==> config.mk <==
export PLATFORM = sky130hd
export DESIGN_NAME = five_bit_compare_sequencer
export DESIGN_NICKNAME = d
export VERILOG_FILES = /design/src/rtl/five_bit_compare_sequencer.sv
export SDC_FILE = /design/constraint.sdc
export NUM_CORES = 1
export LEC_CHECK = 0
export ABC_AREA = 1
export CORE_ASPECT_RATIO = 1.25
export CORE_MARGIN = 4
export CORE_UTILIZATION = 45
export DETAILED_ROUTE_END_ITERATION = 16
export GPL_ROUTABILITY_DRIVEN = 0
export PLACE_DENSITY = 0.73
export SLEW_MARGIN = 10
export SYNTH_ARGS = -nofsm -noshare
export SYNTH_HDL_FRONTEND = slang
export SYNTH_SLANG_ARGS = --single-unit
==> constraint.sdc <==
create_clock -name clk -period 1.6 [get_ports clk]
set_clock_uncertainty 0.2 [all_clocks]
set_input_delay 0.32 -clock clk [delete_from_list [all_inputs] [get_ports clk]]
set_output_delay 0.32 -clock clk [all_outputs]
set_load 0.01 [all_outputs]
==> src/rtl/five_bit_compare_sequencer.sv <==
// Bit-serial magnitude comparator: scans captured operands MSB-first, one bit per clock.
// Build option EARLY_EXIT_EN: stop scanning at the first differing bit instead of bit 0.
module five_bit_compare_sequencer #(
    parameter int WIDTH = 5,
    parameter int CNTW  = 5
) (
    input  logic             clk,
    input  logic             rst,
    input  logic             start,
    input  logic [WIDTH-1:0] A,
    input  logic [WIDTH-1:0] B,
    output logic             ready,
    output logic             done,
    output logic             E,
    output logic             L,
    output logic             G,
    output logic [CNTW-1:0]  bits_used,
    output logic [1:0]       state_dbg
);

    localparam int IDXW = (WIDTH > 1) ? $clog2(WIDTH) : 1;

    // Handshake: a request is taken on any rising edge where start=1 and ready=1;
    // A/B are sampled on that edge only, and done pulses for one cycle per result.
    typedef enum logic [1:0] {
        S_IDLE = 2'd0,
        S_SCAN = 2'd1,
        S_DONE = 2'd2
    } state_t;

    state_t            state_q, state_d;
    logic [WIDTH-1:0]  a_q, a_d, b_q, b_d;
    logic              eq_q, eq_d, lt_q, lt_d, gt_q, gt_d;
    logic [IDXW-1:0]   idx_q, idx_d;
    logic [CNTW-1:0]   cnt_q, cnt_d;
    logic              e_q, e_d, l_q, l_d, g_q, g_d;
    logic [CNTW-1:0]   bits_q, bits_d;

    logic              a_bit, b_bit, bit_differs;
    logic              eq_nx, lt_nx, gt_nx;
    logic [CNTW-1:0]   cnt_nx;
    logic              last_step;
    logic              accept;

    // One shared bit-slice step: flags only move while still equal so far.
    assign a_bit       = a_q[idx_q];
    assign b_bit       = b_q[idx_q];
    assign bit_differs = a_bit ^ b_bit;
    assign eq_nx       = eq_q & ~bit_differs;
    assign gt_nx       = gt_q | (eq_q & a_bit & ~b_bit);
    assign lt_nx       = lt_q | (eq_q & ~a_bit & b_bit);
    assign cnt_nx      = cnt_q + CNTW'(1);
    assign accept      = start && (state_q == S_IDLE || state_q == S_DONE);

`ifdef EARLY_EXIT_EN
    assign last_step = (idx_q == '0) || (eq_q && bit_differs);
`else
    assign last_step = (idx_q == '0);
`endif

    always_ff @(posedge clk) begin
        if (rst) begin
            state_q <= S_IDLE;
            a_q     <= '0;
            b_q     <= '0;
            eq_q    <= 1'b0;
            lt_q    <= 1'b0;
            gt_q    <= 1'b0;
            idx_q   <= '0;
            cnt_q   <= '0;
            e_q     <= 1'b0;
            l_q     <= 1'b0;
            g_q     <= 1'b0;
            bits_q  <= '0;
        end else begin
            state_q <= state_d;
            a_q     <= a_d;
            b_q     <= b_d;
            eq_q    <= eq_d;
            lt_q    <= lt_d;
            gt_q    <= gt_d;
            idx_q   <= idx_d;
            cnt_q   <= cnt_d;
            e_q     <= e_d;
            l_q     <= l_d;
            g_q     <= g_d;
            bits_q  <= bits_d;
        end
    end

    always_comb begin
        state_d = state_q;
        a_d     = a_q;
        b_d     = b_q;
        eq_d    = eq_q;
        lt_d    = lt_q;
        gt_d    = gt_q;
        idx_d   = idx_q;
        cnt_d   = cnt_q;
        e_d     = e_q;
        l_d     = l_q;
        g_d     = g_q;
        bits_d  = bits_q;

        case (state_q)
            S_IDLE: begin
                if (start) state_d = S_SCAN;
            end
            S_SCAN: begin
                eq_d  = eq_nx;
                lt_d  = lt_nx;
                gt_d  = gt_nx;
                cnt_d = cnt_nx;
                idx_d = idx_q - IDXW'(1);
                if (last_step) begin
                    e_d     = eq_nx;
                    l_d     = lt_nx;
                    g_d     = gt_nx;
                    bits_d  = cnt_nx;
                    state_d = S_DONE;
                end
            end
            S_DONE: begin
                state_d = start ? S_SCAN : S_IDLE;
            end
            default: state_d = S_IDLE;
        endcase

        // Capture is shared by IDLE and DONE so back-to-back requests lose no cycle.
        if (accept) begin
            a_d   = A;
            b_d   = B;
            eq_d  = 1'b1;
            lt_d  = 1'b0;
            gt_d  = 1'b0;
            idx_d = IDXW'(WIDTH - 1);
            cnt_d = '0;
        end
    end

    always_comb begin
        ready     = (state_q == S_IDLE) || (state_q == S_DONE);
        done      = (state_q == S_DONE);
        state_dbg = state_q;
    end

    assign E         = e_q;
    assign L         = l_q;
    assign G         = g_q;
    assign bits_used = bits_q;

endmodule

==> impl_metrics.py, run 1 <==
metrics = {
    "worst_setup_path": {
        "end_kind": "output pin",
        "worstSetupPathType": "register to output pin",
        "r2r_cells": 7,
        "worstSetupStartpointType": "register",
        "cp.arrival_ps": 1010,
        "worstReg2RegStart": "idx_q[1]",
        "cp.required_ps": 1080,
        "critPathLaunch": "state_dbg[0]",
        "crit_fanout": 4,
    },
    "synthesis": {
        "ys_seq_area_share_pct": 45.5,
        "postSynthAreaPerCell_um2": 7.58,
        "synth-edff-count": 0,
        "synth_top_area_share_pct": 45.5,
        "synth_nets": 196,
        "synthTopCellsByCount": "nor2_1 (35), dfxtp_1 (31), nand2_1 (22), o21ai_0 (15), inv_1 (13)",
        "synth_top_area_cell": "dfxtp_1",
        "async_flop_share_pct": 0,
        "synth_area_leaders": "dfxtp_1 (45%), nor2_1 (9.6%), nand2_1 (6.0%)",
        "ys.flop_type": "dfxtp_1",
        "netlist_instances": 180,
        "yosys_warnings": 0,
        "synth-seq-cells": 31,
        "yosysUniqueCellTypes": 23,
        "synthesis.area_um2": 1370,
        "synth_most_common_cell": "nor2_1",
    },
    "cts": {
        "cts_setup_buffers": 0,
        "h-tree-depth": 2,
        "cts.hold.buffers_added": 0,
        "cts_root_buf": "clkbuf_4",
        "cts.clk_slew.worst_paths_ps": 90,
        "cts_tree": "yes",
        "cts_buffers": 5,
        "clock_sinks": 31,
        "clockBufferDepth": 2,
        "clock_latency_ps": 330,
    },
    "floorplanning": {
        "die_area_um2": 3980,
        "rows": 22,
        "dieWidth_um": 57.3,
        "die_h_um": 69.6,
        "initial_utilization_pct": 46.8,
        "pin_count": 25,
        "core_um2": 2920,
    },
    "cells_and_area": {
        "diodes": 0,
        "area_growth_syn_to_layout_pct": 30.3,
        "drive_gt1_share_pct": 20.6,
        "finalNonFillerCells": 254,
        "nNetsFinal": 233,
    },
    "timing": {
        "fin_hold_ws_ps": 283,
        "worst_slack_ps": 68.4,
        "rsz0062_at_grt": "no",
        "slew_headroom_pct": 81.6,
        "setup_viol": 0,
        "final_hold_viol_count": 0,
        "max_clock_freq_mhz": 653,
        "timing.final.crit_share_pct": 95.7,
        "drv_slew": 0,
        "period_minus_slack_ps": 1530,
        "worstMarginPinSlew_ps": 275,
    },
    "run": {
        "cap_violations": 0,
    },
    "worst_hold_path": {
        "holdCritPathClass": "register to register",
        "min-delay-start": "lt_q",
        "worstHoldPathCells": 2,
    },
    "pwr": {
        "power.density_nw_per_um2": 1030,
        "power_w": 0.00184,
        "ir_drop_v": 0.000721,
        "p_leak_nw": 0.829,
    },
    "drt": {
        "wl_um": 3000,
        "drt-wirelength-per-cell_um": 11.8,
        "first_pass_iters": 4,
        "met3_length_um": 118,
        "vias": 1275,
        "vias_per_cell": 5.02,
        "wl_met1_um": 1250,
        "dr.first_iter.drc_count": 34,
        "highest_layer": "met4",
        "met2_length_um": 1560,
        "ant_nets": 0,
        "drc": 0,
    },
    "placement": {
        "numPlacedInstances": 246,
        "hpwl_um": 2320,
        "io_buffers": 24,
        "dp_slack_ps": -72.2,
    },
    "global_route": {
        "grt_antenna_before_repair": 0,
        "grt_max_degree": 19,
        "grt_use_total_pct": 16.3,
        "grt_pass1_wl_um": 5080,
        "overflow": 0,
        "grt_pass1_vias": 1223,
    },
    "run_status": {
        "status": "completed",
    },
}
[layout make-up]
type	count	area [um2]
well taps	36	45.0
inverters	22	82.6
clock inverters	2	35.0
repair buffers	35	304
multi-input cells	122	636
flip-flops and latches	31	626
fillers	288	1140
clock buffers	6	51.3
[state kept, by name (all words and copies together) (netlist names)]
name / flops
cnt_q: 5
idx_q: 3
E: 1
eq_q: 1
gt_q: 1
lt_q: 1
b_q: 5
state_dbg: 2
L: 1
G: 1
bits_used: 5
a_q: 5
[worst max-delay path, cell delays in order (launching register included)]
cell and delay, ps:
dfxtp_4 380, inv_2 40, dlygate4sd2_1 270
[placed cells by master (no fill, tap or decap), types with 3 or more instances in the layout]
master,Yosys,final
buf_4,1,11
o21ai_0,15,15
dfxtp_1,31,29
dlygate4sd2_1,0,11
a21oi_1,9,9
nor2_1,35,35
xor2_1,4,4
inv_1,13,13
inv_2,9,9
nand3_1,7,7
o21ai_1,9,9
nand3_2,7,7
clkbuf_4,0,5
clkdlybuf4s50_1,0,12
ha_1,3,3
nand2_1,22,22
[per-stage QoR]
step | area [um2] | utilization, % | setup TNS, ps
floorplan | 1370 | - | 0
global placement | 1710 | 58.5 | -12.1
detailed placement | 1710 | 58.5 | -171
CTS | 1780 | 61.0 | 0
global route | 1780 | 61.0 | 0
finish | 1780 | 61.0 | 0
[path summary, 6_finish.rpt]
kind / end / slack [ps]
min reg2reg: lt_q / 280
max: ready / 70
min: lt_q / 280
max reg2reg: E / 140
[power by group]
group          total, W  internal [W]  switching (W)
Clock          0.000637      0.000369       0.000268
Combinational  0.000332      0.000147       0.000185
Sequential     0.000867      0.000828      0.0000389
[per-layer routing]
metal | vias up | track usage [%]
li1 | 653 | -
met1 | 589 | 17.3
met2 | 24 | 28.1
met3 | 9 | 6.15
met4 | 0 | 7.22
met5 | - | 0
[cells by family (layout without fill, tap and decap cells)]
logic type,after synthesis,after routing,share of synthesized area (%)
AOI/OAI and AO/OA,36,36,13.9
xor gates and xnor gates,4,4,2.57
adders and majority gates,3,3,2.75
buffers and inverters,27,65,7.97
DFF,31,31,45.5
and+or+nand+nor,79,79,27.3
[what timing repair did]
item	in CTS	in global routing
endpoints found under the setup margin	12	7
pin swaps	0	0
gates resized for setup	14	3
No activity file was read; power rests on OpenSTA's default activity.
==> run 2, diff against run 1 <==
--- a/config.mk
+++ b/config.mk
@@ -12,6 +12,7 @@
 export DETAILED_ROUTE_END_ITERATION = 16
 export GPL_ROUTABILITY_DRIVEN = 0
 export PLACE_DENSITY = 0.73
+export REMOVE_ABC_BUFFERS = 1
 export SLEW_MARGIN = 10
 export SYNTH_ARGS = -nofsm -noshare
 export SYNTH_HDL_FRONTEND = slang
==> constraint.sdc (replaced) <==
create_clock -name clk -period 1.6 [get_ports clk]
set_clock_uncertainty 0.2 [all_clocks]
set_input_delay 0.16 -clock clk [delete_from_list [all_inputs] [get_ports clk]]
set_output_delay 0.16 -clock clk [all_outputs]
set_load 0.01 [all_outputs]
==> impl_metrics.py, run 2 (synthesis results as in run 1) <==
metrics = {
    "run_status": {
        "status": "completed",
    },
    "cells_and_area": {
        "postLayoutCoreUtil_pct": 60.5,
        "final_common_cell": "nor2_1",
        "fin_area_um2": 1770,
        "drive_gt1_share_pct": 19.6,
        "nNetsFinal": 230,
        "area_growth_syn_to_layout_pct": 29.4,
        "finalNonFillerCells": 250,
        "fillers": 278,
        "diodes": 0,
        "mostFrequentLayoutCells": "nor2_1 (35), dfxtp_1 (28), nand2_1 (21), o21ai_0 (15), inv_1 (13)",
    },
    "cts": {
        "cts_root_buf": "clkbuf_4",
        "clockBufferDepth": 2,
        "cts_setup_buffers": 0,
        "h-tree-depth": 2,
        "cts.clk_slew.worst_paths_ps": 100,
        "clock_sinks": 31,
        "clock_latency_ps": 330,
        "cts.hold.buffers_added": 0,
        "cts_buffers": 5,
        "cts_tree": "yes",
    },
    "global_route": {
        "grt_antenna_before_repair": 0,
        "grtUsageMet3_pct": 5.59,
        "use_met2_pct": 31.1,
        "grt_pass1_vias": 1216,
        "grt_pass1_wl_um": 5420,
        "grt.busiest_layer": "met2",
        "grt_use_total_pct": 17.6,
        "grt_max_degree": 19,
        "use_met1_pct": 18.6,
        "overflow": 0,
    },
    "worst_setup_path": {
        "slowest_stage": "dfxtp_2",
        "cp.required_ps": 1620,
        "cpPeakStageDelay_ps": 370,
        "cp.arrival_ps": 1480,
        "worstSetupStartpointType": "register",
        "crit_fanout": 5,
        "path_cells": "inv_1 > ha_1 > nand2_2 > nor2_4 > buf_4 > o21ai_0 > a21oi_2",
        "end_kind": "register",
        "worstSetupPathType": "register to register",
    },
    "floorplanning": {
        "core_um2": 2920,
        "pin_count": 25,
        "initial_utilization_pct": 46.8,
        "die_h_um": 69.6,
        "die_area_um2": 3980,
        "rows": 22,
        "dieWidth_um": 57.3,
    },
    "run": {
        "cap_violations": 0,
    },
    "timing": {
        "slew_headroom_pct": 82.2,
        "max_clock_freq_mhz": 685,
        "period_minus_slack_ps": 1460,
        "drv_slew": 0,
        "final.setup.tns_ps": 0,
        "timing.final.crit_share_pct": 91.3,
        "final_hold_viol_count": 0,
        "worstMarginPinSlew_ps": 267,
        "rsz0062_at_grt": "no",
        "setup_viol": 0,
    },
    "drt": {
        "vias": 1229,
        "dr.first_iter.drc_count": 35,
        "drc": 0,
        "ant_nets": 0,
        "vias_per_cell": 4.92,
        "wl_um": 3170,
        "first_pass_iters": 4,
        "drt-wirelength-per-cell_um": 12.7,
    },
    "placement": {
        "io_buffers": 24,
        "dpl_cell_area_um2": 1680,
        "hpwl_um": 2350,
        "numPlacedInstances": 243,
    },
    "pwr": {
        "ir_drop_v": 0.000744,
        "power.density_nw_per_um2": 950,
        "p_leak_nw": 0.908,
    },
    "worst_hold_path": {
        "holdCritPathClass": "primary input to register",
    },
}
==> run 2: changes by cell type in the layout (fill, tap and decap cells not counted) <==
cell            before  now
dlymetal6s2s_1       0    8
dlygate4sd2_1       11    4
buf_4               11    8
dfxtp_2              1    3
bufinv_16            1    0
clkbuf_2             1    0
dfxtp_1             29   28
dfxtp_4              1    0
nand2_1             22   21
nand2_2              2    3
nor2_2               2    1
nor2_4               0    1
==> run 2: critical path, delay by kind of cell (launching register included) <==
family / cells / cell delay (ps)
buffers and inverters: 2 / 210
AO/OA/AOI/OAI: 2 / 240
adder cells (fa/ha/maj): 1 / 190
flip-flops: 1 / 370
AND/OR/NAND/NOR: 2 / 140
==> run 2: area by class of cell <==
type	instances	area, um2	share of cell area (%)
Clock buffer	6	51.3	2.90
Multi-Input combinational cell	122	643	36.4
Timing Repair Buffer	32	315	17.8
Inverter	22	82.6	4.67
Sequential cell	31	624	35.3
Tap cell	36	45.0	2.55
Clock inverter	1	5.00	0.283
==> run 2: metal layers <==
metal	share of wire, %	up-vias
met3	3.7	4
met4	1.5	0
met5	0	-
met2	53	23
li1	-	644
met1	42	558
==> run 2: final timing paths <==
path | start | slack [ps] | endpoint | cells after the start
worst max-delay path | idx_q[1] | 140 | E | 7
worst max register to register | idx_q[1] | 140 | E | 7
worst min register to register | lt_q | 270 | lt_q | 2
worst min-delay path | A[3] | 240 | a_q[3] | 3
==> run 2: power breakdown <==
part           switching, W  internal (W)  total [W]
registers         0.0000401      0.000829   0.000869
logic              0.000192      0.000151   0.000343
clock network      0.000264      0.000203   0.000467
==> run 2: stage by stage <==
step                hold slack (ps)  power [W]  worst slack [ps]
floorplan                      29.1    0.00108             -1.35
global placement                257    0.00122               104
detailed placement              262    0.00123              25.5
CTS                             226    0.00170              5.10
global route                    227    0.00178              14.9
finish                          241    0.00168               140
==> run 2: repair_timing <==
item                                    in CTS  in global routing
resized for setup                            5                 12
gates cloned                                 0                  0
endpoints found under the setup margin       4                 13
==> run 3, diff against run 2 <==
--- a/config.mk
+++ b/config.mk
@@ -8,10 +8,9 @@
 export ABC_AREA = 1
 export CORE_ASPECT_RATIO = 1.25
 export CORE_MARGIN = 4
-export CORE_UTILIZATION = 45
+export CORE_UTILIZATION = 35
 export DETAILED_ROUTE_END_ITERATION = 16
 export GPL_ROUTABILITY_DRIVEN = 0
-export PLACE_DENSITY = 0.73
 export REMOVE_ABC_BUFFERS = 1
 export SLEW_MARGIN = 10
 export SYNTH_ARGS = -nofsm -noshare
==> impl_metrics.py, run 3 (synthesis results as in run 1) <==
metrics = {
    "run_status": {
        "status": "completed",
    },
    "timing": {
        "worstMarginPinSlew_ps": 277,
        "slew_headroom_pct": 81.5,
        "setup_viol": 0,
        "rsz0062_at_grt": "no",
        "final_hold_viol_count": 0,
        "period_minus_slack_ps": 1550,
        "drv_slew": 0,
        "max_clock_freq_mhz": 645,
        "final.setup.tns_ps": 0,
        "timing.final.crit_share_pct": 96.9,
    },
    "worst_setup_path": {
        "slowest_stage": "clkdlybuf4s50_1",
        "cp.arrival_ps": 1190,
        "worstReg2RegStart": "idx_q[1]",
        "path_cells": "clkdlybuf4s50_1",
        "critPathTopFamily": "buffers and inverters",
        "worstSetupPathType": "register to output pin",
        "path_buf_inv": 1,
        "crit_fanout": 4,
        "end_kind": "output pin",
        "cpPeakStageDelay_ps": 540,
        "critPathLaunch": "state_dbg[0]",
        "worstSetupStartpointType": "register",
        "cp.required_ps": 1240,
    },
    "cells_and_area": {
        "diodes": 0,
        "mostFrequentLayoutCells": "nor2_1 (35), dfxtp_1 (29), nand2_1 (22), clkdlybuf4s50_1 (22)",
        "nNetsFinal": 230,
        "area_growth_syn_to_layout_pct": 31.4,
        "final_common_cell": "nor2_1",
        "drive_gt1_share_pct": 19.1,
    },
    "cts": {
        "cts_setup_buffers": 0,
        "h-tree-depth": 2,
        "cts_root_buf": "clkbuf_8",
        "cts_tree": "yes",
        "clock_sinks": 31,
        "clock_latency_ps": 290,
        "clockBufferDepth": 2,
        "cts.clk_slew.worst_paths_ps": 70,
        "cts_buffers": 5,
    },
    "drt": {
        "ant_nets": 0,
        "drc": 0,
        "vias_per_cell": 4.41,
        "dr.first_iter.drc_count": 24,
        "drt-wirelength-per-cell_um": 11.0,
        "first_pass_iters": 4,
        "vias": 1186,
        "wl_um": 2950,
    },
    "global_route": {
        "grt_use_total_pct": 13.0,
        "grt_antenna_before_repair": 0,
        "overflow": 0,
        "grt_max_degree": 19,
        "grt_pass1_wl_um": 5000,
        "grt_pass1_vias": 1155,
    },
    "pwr": {
        "ir_drop_v": 0.000530,
        "p_leak_nw": 0.780,
        "power_w": 0.00180,
        "power.density_nw_per_um2": 1000,
    },
    "floorplanning": {
        "die_h_um": 77.8,
        "rows": 25,
        "core_um2": 3780,
        "initial_utilization_pct": 36.1,
        "pin_count": 25,
        "die_area_um2": 4970,
        "dieWidth_um": 63.9,
    },
    "placement": {
        "io_buffers": 24,
        "hpwl_um": 2190,
    },
    "worst_hold_path": {
        "min-delay-start": "B[4]",
        "holdCritPathClass": "primary input to register",
    },
    "run": {
        "cap_violations": 0,
    },
}
## run 3: cell count changes in the layout (fill, tap and decap cells not counted), moves of 2 or more
cell,delta
clkdlybuf4s50_1,+10
o21ai_0,-2
o21ai_1,+2
clkinv_2,+2
dlymetal6s2s_1,-7
dlygate4sd2_1,-3
clkbuf_8,+4
clkbuf_4,-5
## run 3: area by class of cell
class                   instances  area [um2]
fillers                       398        1990
multi-input cells             122         636
flip-flops and latches         31         623
repair buffers                 32         302
inverters                      22        82.6
clock buffers                   5        68.8
well taps                      54        67.6
clock inverters                 3        15.0
## run 3: path summary, 6_finish.rpt
path	to	slack, ps	cells after the start
worst max-delay path	state_dbg[0]	50	1
worst min-delay path	b_q[4]	270	3
worst max register to register	L	160	9
worst min register to register	lt_q	270	2
## run 3: routing by layer
metal | global-route usage, % | wire length (um) | share of wire, % | vias up
met1 | 13.7 | 1290 | 44 | 521
li1 | - | - | - | 644
met3 | 4.78 | 108 | 3.7 | 3
met5 | 0 | 0 | 0 | -
met4 | 5.83 | 44 | 1.5 | 0
met2 | 22.8 | 1510 | 51 | 18
## run 3: repair_timing
action | 4_1_cts | 5_1_grt
gates resized for setup | 2 | 4
hold buffers | 0 | 0
hold endpoints to repair | 0 | 0
setup endpoints to repair | 3 | 6
## run 3: stage by stage
stage	hold WS (ps)	setup WS, ps	util [%]	area, um2	cells
floorplan	29.1	-1.35	-	1340	175
global route	282	5.25	47.4	1790	269
finish	271	49.6	47.4	1790	269
global placement	261	94.1	45.1	1710	261
detailed placement	268	65.5	45.1	1710	261
CTS	265	16.9	47.3	1790	269
## run 3: power by group
group | leakage [nW] | switching, W | internal, W
sequential | 0.255 | 0.0000389 | 0.000829
combinational | 0.477 | 0.000183 | 0.000157
clock | 0.0477 | 0.000297 | 0.000297
total | 0.780 | 0.000519 | 0.00128
==> RTL change: new RTL, config.mk and constraints of run 1 <==
`CNTW`: 5 -> 6.
--- a/src/rtl/five_bit_compare_sequencer.sv
+++ b/src/rtl/five_bit_compare_sequencer.sv
@@ -4,3 +4,3 @@
     parameter int WIDTH = 5,
-    parameter int CNTW  = 5
+    parameter int CNTW  = 6
 ) (
Interface: changed (resized bits_used); port bits go from 25 to 26. No check against the original RTL was run, so the function may have changed too.
==> RTL change against run 1 <==
First-iteration DRC count fell by 56%; final cell count rose by 6.7%; wire length rose by 5.5%; clock power fell by 16%; maximum frequency rose by 0.48%; setup slack improved by 7.3 ps; die area rose by 3.1%; total power fell by 2.5%; sequential cell count rose by 2; cell area rose by 4.3%; area after synthesis rose by 3.6%; largest power group unchanged; critical path type unchanged.
==> RTL change: results (changes against run 1) <==
stage	metric	value	unit	change
outcome	status	finished, final reports clean		
grt	use_met1	0.185		+0.0125
finish	multi_input_area_share	0.343		-0.0140
finish	fin_nets	250		+7.3%
power	p_leak	0.893	nW	+7.7%
route	first_pass_iters	4		unchanged
grt	grt_max_degree	16		-3
placed_design	dpl.hpwl	2.41	mm	+3.7%
finish	n_all_inverters	24		+9.1%
setup_path	reg2reg_from	idx_q[0]$_SDFFE_PP0P_		
synth	synth_common_cells	39 x nor2_1, 33 x dfxtp_1, 26 x o21ai_0		
route	routedWlPerCell	11.7	um	-1.1%
synth	synth_xor_area_frac	0.0310		+0.00531
power	comb_power_share	0.188		+0.007
placed_design	pre_cts_slack	-66.9	ps	+5.32 ps
power	switching_share	0.279		+0.0115
finish	nonClockBufferCount	40		+14%
finish	nClkBuffers	7		+1
synth	synth.area.top_cells	dfxtp_1 47%, nor2_1 10%, o21ai_0 9.2%, nand2_1 6.4%, inv_1 5.6%		
grt	grt_pass1_wl	5.54	mm	+9.1%
timing	slew_headroom	0.830		+0.0141
timing	finalHoldViolCount	0		unchanged
worst_hold_path	worstHoldEndpoint	bits_used[1]$_SDFFE_PP0P_		
route	wl_met1	1.27	mm	+1.4%
grt	grtUsageTotal	0.173		+0.00959
finish	buffer_area_frac	0.187		+0.0159
setup_path	path_delay_family	flip-flops		
worst_hold_path	min_delay_path_depth	2		unchanged
finish	nMultiInputCombCells	130		+6.6%
timing	whs	275	ps	-7.96 ps
synth	synth_fp_nets	208		+6.1%
clock_tree	ctsResizeCount	14		unchanged
synth	yosysTopAreaCell	dfxtp_1		
finish	drive_above_1_share	0.145		-0.0617
finish	register_area	664	um^2	+6.2%
setup_path	cp_max_fo	4		unchanged
finish	clk_share	0.0378		-0.0108
clock_tree	cts_buffer_depth	2		unchanged
grt	use_met2	0.299		+0.0182
setup_path	r2r_cells	8		+1
placed_design	io_buffers	25		+4.2%
finish	n_fill_cell	300		+4.2%
synth	synth_fa_ha_area_frac	0.0265		-0.000949
grt	grt_util_met3	0.0584		-0.00306
route	wl_met2	1.66	mm	+6.8%
finish	seq_cells	33		+6.5%
power	ir_drop	0.675	mV	-6.4%
synth	synthDistinctLibCells	21		-8.7%
synth	seq_area_frac_synth	0.467		+0.0126
grt	antenna_found_initial	0		unchanged
synth	ys_warn_count	0		unchanged
route	wl_met3	134	um	+14%
synth	synth-compound-area-share	0.136		-0.00304
setup_path	timing.rr.end	idx_q[2]$_SDFFE_PP0P_		
grt	first_global_vias	1328		+8.6%
synth	synth_edf_count	0		unchanged
setup_path	crit_path_top_delay_cell	dfxtp_2		
route	drt_iter0_drc	15		-56%
route	vias_per_cell	4.89		-2.7%
worst_hold_path	hold_start	bits_used[1]$_SDFFE_PP0P_		
-- RTL change: changes by cell type after synthesis, moves of 2 or more --
| cell | run 1 | this run |
|---|---|---|
| a21oi_1 | 9 | 11 |
| a21oi_2 | 2 | 0 |
| dfxtp_1 | 31 | 33 |
| inv_1 | 13 | 21 |
| inv_2 | 9 | 2 |
| nand2_1 | 22 | 24 |
| nand3_1 | 7 | 12 |
| nand3_2 | 7 | 2 |
| nor2_1 | 35 | 39 |
| o21ai_0 | 15 | 26 |
| o21ai_1 | 9 | 0 |
-- RTL change: worst max-delay path by stage --
stage | endpoint | start | slack [ps] | cells past startpoint
after detailed placement | cnt_q[1]$_SDFFE_PP0P_ | start | -70 | 7
after floorplan | L$_SDFFE_PP0P_ | idx_q[0]$_SDFFE_PP0P_ | 160 | 9
after global routing | eq_q$_SDFFE_PP0P_ | idx_q[0]$_SDFFE_PP0P_ | 1 | 10
after global placement | cnt_q[1]$_SDFFE_PP0P_ | start | -60 | 7
after CTS | done | state_dbg[1]$_SDFFE_PP0P_ | 4 | 3
final | ready | state_dbg[0]$_SDFFE_PP0P_ | 80 | 2
-- RTL change: per-stage QoR --
step,cell area [um^2],instances,utilization,TNS (ps)
floorplan,1410,192,-,0
global placement,1800,263,0.604,-324
detailed placement,1800,263,0.604,-622
CTS,1850,271,0.622,0
global route,1860,271,0.624,0
finish,1860,271,0.624,0
-- RTL change: power by group through the flow --
stage / Clock [W] / Sequential, W / Combinational, W
floorplan: 0 / 0.000942 / 0.000188
global placement: 0 / 0.000938 / 0.000347
detailed placement: 0 / 0.000938 / 0.000353
CTS: 0.000547 / 0.000920 / 0.000338
global route: 0.000583 / 0.000928 / 0.000386
finish: 0.000533 / 0.000920 / 0.000337
